File: src/rtl/mem_arbiter.sv
// Two-port (fetch I / load-store D) arbiter in front of one single-ported synchronous word RAM.
// Optional stall counters are enabled by defining MEMARB_PERF_EN.
module mem_arbiter #(
    parameter int ADDR_W       = 7,
    parameter int STARVE_LIMIT = 3
) (
    input  logic              clk,
    input  logic              reset,
    input  logic              i_req,
    input  logic [31:0]       i_addr,
    output logic              i_gnt,
    output logic              i_rvalid,
    output logic [31:0]       i_rdata,
    input  logic              d_req,
    input  logic              d_we,
    input  logic [31:0]       d_addr,
    input  logic [31:0]       d_wdata,
    output logic              d_gnt,
    output logic              d_rvalid,
    output logic [31:0]       d_rdata,
    output logic              m_en,
    output logic              m_we,
    output logic [ADDR_W-1:0] m_addr,
    output logic [31:0]       m_wdata,
    input  logic [31:0]       m_rdata
`ifdef MEMARB_PERF_EN
    ,
    output logic [31:0]       perf_i_stall,
    output logic [31:0]       perf_d_stall
`endif
);

    typedef enum logic [1:0] {OWN_NONE, OWN_I, OWN_D} owner_e;

    localparam logic [3:0] LIMIT = 4'(STARVE_LIMIT);

    owner_e     owner_q, owner_d;
    logic [3:0] starve_cnt_q, starve_cnt_d;
    logic       forced;

    logic unused_addr_bits;
    assign unused_addr_bits = ^{i_addr[31:ADDR_W+2], i_addr[1:0],
                                d_addr[31:ADDR_W+2], d_addr[1:0]};

    assign forced = i_req && (starve_cnt_q == LIMIT);

    always_comb begin
        i_gnt        = 1'b0;
        d_gnt        = 1'b0;
        m_addr       = '0;
        owner_d      = OWN_NONE;
        starve_cnt_d = starve_cnt_q;
        // Grants are suppressed during reset so no access reaches the RAM.
        if (!reset) begin
            if (forced)     i_gnt = 1'b1;
            else if (d_req) d_gnt = 1'b1;
            else if (i_req) i_gnt = 1'b1;
        end
        if (i_gnt)      m_addr = i_addr[ADDR_W+1:2];
        else if (d_gnt) m_addr = d_addr[ADDR_W+1:2];
        if (i_gnt)              owner_d = OWN_I;
        else if (d_gnt && !d_we) owner_d = OWN_D;
        if (!i_req || i_gnt)           starve_cnt_d = '0;
        else if (starve_cnt_q != LIMIT) starve_cnt_d = starve_cnt_q + 4'd1;
    end

    assign m_en    = i_gnt | d_gnt;
    assign m_we    = d_gnt & d_we;
    assign m_wdata = d_wdata;

    // Gating with reset kills the return of a read granted just before reset rose.
    assign i_rvalid = (owner_q == OWN_I) && !reset;
    assign d_rvalid = (owner_q == OWN_D) && !reset;
    assign i_rdata  = i_rvalid ? m_rdata : 32'h0;
    assign d_rdata  = d_rvalid ? m_rdata : 32'h0;

    always_ff @(posedge clk) begin
        if (reset) begin
            owner_q      <= OWN_NONE;
            starve_cnt_q <= '0;
        end else begin
            owner_q      <= owner_d;
            starve_cnt_q <= starve_cnt_d;
        end
    end

`ifdef MEMARB_PERF_EN
    logic [31:0] perf_i_q, perf_i_d, perf_d_q, perf_d_d;

    always_comb begin
        perf_i_d = perf_i_q;
        perf_d_d = perf_d_q;
        if (i_req && !i_gnt && perf_i_q != 32'hFFFF_FFFF) perf_i_d = perf_i_q + 32'd1;
        if (d_req && !d_gnt && perf_d_q != 32'hFFFF_FFFF) perf_d_d = perf_d_q + 32'd1;
    end

    always_ff @(posedge clk) begin
        if (reset) begin
            perf_i_q <= '0;
            perf_d_q <= '0;
        end else begin
            perf_i_q <= perf_i_d;
            perf_d_q <= perf_d_d;
        end
    end

    assign perf_i_stall = perf_i_q;
    assign perf_d_stall = perf_d_q;
`endif

endmodule

File: config.mk
export PLATFORM = sky130hd
export DESIGN_NAME = mem_arbiter
export DESIGN_NICKNAME = d
export VERILOG_FILES = /design/src/rtl/mem_arbiter.sv
export SDC_FILE = /design/constraint.sdc
export NUM_CORES = 1
export LEC_CHECK = 0
export BUFFER_PORTS_ARGS = -buffer_cell sky130_fd_sc_hd__buf_2
export CORE_AREA = 2 2 94 96
export CTS_BUF_LIST = sky130_fd_sc_hd__clkbuf_4
export CTS_CLUSTER_SIZE = 25
export DETAILED_ROUTE_END_ITERATION = 8
export DIE_AREA = 0 0 96 98
export GPL_TIMING_DRIVEN = 1
export PLACE_DENSITY = 0.55
export SLEW_MARGIN = 20
export SYNTH_ARGS = -nofsm -noshare
export SYNTH_HDL_FRONTEND = slang
export SYNTH_SLANG_ARGS = --single-unit
File: constraint.sdc
create_clock -name clk -period 1.6 [get_ports clk]
set_clock_uncertainty 0.1 [all_clocks]
set_input_delay 0.16 -clock clk [delete_from_list [all_inputs] [get_ports clk]]
set_output_delay 0.16 -clock clk [all_outputs]
set_load 0.02 [all_outputs]
==> results.txt <==
----------------------------------------------------
[Place]
  Port Buffer Count ... 127
  Instance area after placement ... 0.00168 mm2
  Setup Slack @ Placement ... -0.348 ns
  Post-DP HPWL ... 2840 um
  Weighted congestion at the end of routability-driven global placement ... 0.669

[Clocking]
  Inserted Clock Buffers ... 3
  Library cell used as clock root buffer ... sky130_fd_sc_hd__clkbuf_4
  Clock tree from TritonCTS ... done
  CTS H-tree depth ... 1
  Maximum root-to-sink buffer count ... 2
  CTS sink cnt ... 6
  Clock slew at the register clock pins of the worst setup and hold paths ... 0.04 ns
  Worst skew pair latency ... 0.24 ns

[Power]
  Sw Pwr ... 223 uW
  Leakage power ... 0.00126 uW
  Highest ir drop seen on vdd ... 330 uV
  Clk pwr share ... 20.5%
  Overall power after layout ... 663 uW
  Power share of the combinational group ... 55.8%
  Total power per unit cell area ... 266 mW/mm2
  Proportion of total power due to net switching ... 33.6%
  Internal Power ... 440 uW
  Register share of total power ... 23.7%

[Cells and area]
  Synth-to-layout area growth ... 148%
  Core utilization of the finished layout ... 29.5%
  Layout cell share with drive strength beyond 1 ... 87.6%
  Finished layout cell area ... 0.00249 mm2
  Net count of the finished layout ... 387
  Final antenna diode count ... 0
  Number of fill cells in the layout ... 859

[Floorplanning]
  Row cnt ... 34
  Die height ... 98 um
  Core region area ... 0.00847 mm2
  Die area ... 0.00941 mm2
  IO Count ... 242
  Initial Util ... 11.9%
  Die width ... 96 um

[Timing]
  Final worst-path cycle share ... 128%
  Worst-Margin Slew ... 0.228 ns
  Shortest period the worst path allows ... 2.05 ns
  Final hold violation count ... 0
  Post-layout worst setup margin ... -0.445 ns
  Unrepaired setup endpoints after global routing ... yes
  Number of pins exceeding their max-slew limit in the final report ... 0
  Maximum frequency from static timing analysis ... 489 MHz
  Rel. slew slack ... 84.7%
  Setup Viol. Count Final ... 46
  Fin Setup TNS ... -6.24 ns

[Yosys]
  Synth Cell Area ... 0.00101 mm2
  Mean instance size in the synthesized netlist ... 7.25 um2
  Cell accounting for the most synthesized area ... sky130_fd_sc_hd__and2_1
  Count of yosys warnings during synthesis ... 0
  Share of the yosys chip area belonging to registers ... 11.9%
  Post-synthesis net count ... 273
  Area fraction of the dominant cell type after synthesis ... 40.4%
  Post-Syn Instances ... 139
  Biggest area contributors in the synthesized netlist ... sky130_fd_sc_hd__and2_1 (40%), sky130_fd_sc_hd__buf_4 (24%), sky130_fd_sc_hd__dfxtp_1 (12%), sky130_fd_sc_hd__a22o_1 (6.1%), sky130_fd_sc_hd__clkbuf_1 (2.2%)
  Flops & latches, synth ... 6
  Number of distinct standard cells referenced by the synthesized netlist ... 21

[Worst setup path]
  Crit Path Category ... register to output port
  Worst endpoint data arrival time ... 1.79 ns
  Kind of start point of the critical path ... register
  Top cell family by delay on the critical path ... simple AND/OR/NAND/NOR gates
  Required time of the worst setup path ... 1.34 ns
  Slowest-stage cell, CP ... sky130_fd_sc_hd__or3b_4
  Crit. End Element ... output port
  Critical path fanouts, max ... 8
  Buffering stage count on the worst path with inverters included ... 2
  Delay contributed by the slowest stage of the critical path ... 0.41 ns
  Cells along the critical path ... ha_4, or3b_4, a211oi_4, buf_12, a22o_4, buf_6

[Global route]
  Total global routing track utilization ... 7.74%
  Global route overflow ... 0
  Vias in the first global route ... 1238
  Wire length of the first global-routing pass ... 5680 um
  Initial antenna violation count ... 0
  Pin count of the biggest net entering global routing ... 34

[Flow run]
  Number of violations of the max-capacitance limit ... 0

[Drt]
  Count of unresolved DRC violations after routing ... 0
  Total number of vias ... 1377
  Final Routed Wirelength ... 5050 um
  DRT Pass-1 Iters ... 4
  DRT antenna net count ... 0
  Initial DRC Count ... 13
  Via count normalized by instance count ... 3.84
  Post-detailed-route wirelength per cell ... 14.1 um

[Min path]
  Worst min-delay path class ... input pin to register

[Outcome]
  Violations in the final reports ... negative setup slack
  Result of the run ... complete, but fails checks

----------------------------------------------------
logic make-up (layout without fill, tap and decap cells):
family	count (synthesis)	count (layout)	share of synthesized area (%)
AO/OA/AOI/OAI	11	12	10.3
XOR/XNOR	1	1	0.870
adder cells (fa/ha/maj)	1	1	1.24
buffers and inverters	42	153	27.7
flip-flops	6	6	11.9
AND/OR/NAND/NOR	78	78	48.0
synthesized netlist by cell type:
cell                        n
sky130_fd_sc_hd__a211oi_1   1
sky130_fd_sc_hd__o211a_1    1
sky130_fd_sc_hd__dfxtp_1    6
sky130_fd_sc_hd__nand2b_1   1
sky130_fd_sc_hd__ha_1       1
sky130_fd_sc_hd__nand4_1    1
sky130_fd_sc_hd__and2_1    65
sky130_fd_sc_hd__nor3b_1    2
sky130_fd_sc_hd__inv_1      3
sky130_fd_sc_hd__xor2_1     1
sky130_fd_sc_hd__or3b_4     1
sky130_fd_sc_hd__a21oi_1    1
sky130_fd_sc_hd__nand3_1    1
sky130_fd_sc_hd__nand3b_1   1
sky130_fd_sc_hd__buf_4     32
sky130_fd_sc_hd__clkbuf_1   6
sky130_fd_sc_hd__a211oi_4   1
sky130_fd_sc_hd__a22o_1     7
sky130_fd_sc_hd__buf_2      1
sky130_fd_sc_hd__nor2_1     5
sky130_fd_sc_hd__nor2b_1    1
power groups by stage:
stage / clock network, uW / registers [uW] / logic [uW]
after floorplan: 0 / 158 / 241
after global placement: 0 / 159 / 250
after global routing: 151 / 157 / 395
final: 136 / 157 / 370
after CTS: 142 / 157 / 306
after detailed placement: 0 / 159 / 254
path summary, 6_finish.rpt:
kind	cells past startpoint	from	slack, ns	to
worst max-delay path	6	starve_cnt_q[1]$_SDFFE_PP0P_	-0.45	m_addr[5]
worst min-delay path	2	d_req	0.15	owner_q[0]$_SDFF_PP0_
worst max register to register	4	starve_cnt_q[1]$_SDFFE_PP0P_	0.05	owner_q[1]$_SDFF_PP0_
worst min register to register	2	starve_cnt_q[0]$_SDFFE_PP0P_	0.42	starve_cnt_q[0]$_SDFFE_PP0P_
cell type report:
cell class | instances | area (um2) | area share (%)
clock buffer | 3 | 22.5 | 0.903
inverter | 3 | 11.3 | 0.451
multi-input combinational | 92 | 855 | 34.3
sequential | 6 | 125 | 5.02
tap | 108 | 135 | 5.42
timing repair buffer | 147 | 1350 | 54.0
sequential cells by signal (all words and copies together) (netlist names):
signal,count
owner_q,2
starve_cnt_q,4
metrics by stage:
stage               std cells  hold WS, ns
finish                    359        0.146
global route              359        0.159
CTS                       350       0.0928
detailed placement        341        0.220
global placement          341        0.220
floorplan                 139        0.132
layer usage:
| layer | share of wire [%] | up-vias | GRT usage (%) |
|---|---|---|---|
| li1 | - | 636 | - |
| met1 | 37 | 643 | 7.67 |
| met2 | 55 | 90 | 15.9 |
| met3 | 7.2 | 8 | 1.08 |
| met4 | 1.1 | 0 | 2.20 |
| met5 | 0 | - | 0 |
cells in the final DEF, fill, tap and decap left out, types with 2 or more instances in the layout:
master / n
sky130_fd_sc_hd__inv_1: 3
sky130_fd_sc_hd__and2_4: 53
sky130_fd_sc_hd__buf_6: 64
sky130_fd_sc_hd__nor2_1: 5
sky130_fd_sc_hd__buf_2: 54
sky130_fd_sc_hd__nor3b_4: 2
sky130_fd_sc_hd__and2_1: 12
sky130_fd_sc_hd__dfxtp_2: 4
sky130_fd_sc_hd__clkbuf_16: 4
sky130_fd_sc_hd__buf_12: 3
sky130_fd_sc_hd__buf_4: 19
sky130_fd_sc_hd__a22o_4: 7
sky130_fd_sc_hd__dfxtp_1: 2
sky130_fd_sc_hd__clkbuf_4: 3
what timing repair did:
action	in CTS	in global routing
setup endpoints to repair	13	75
gates cloned	2	6
gates resized for setup	76	121
endpoints found under the hold margin	1	0
setup buffers	3	4
pin swaps	7	37
hold buffers	1	0
No activity file was read; power rests on OpenSTA's default activity.
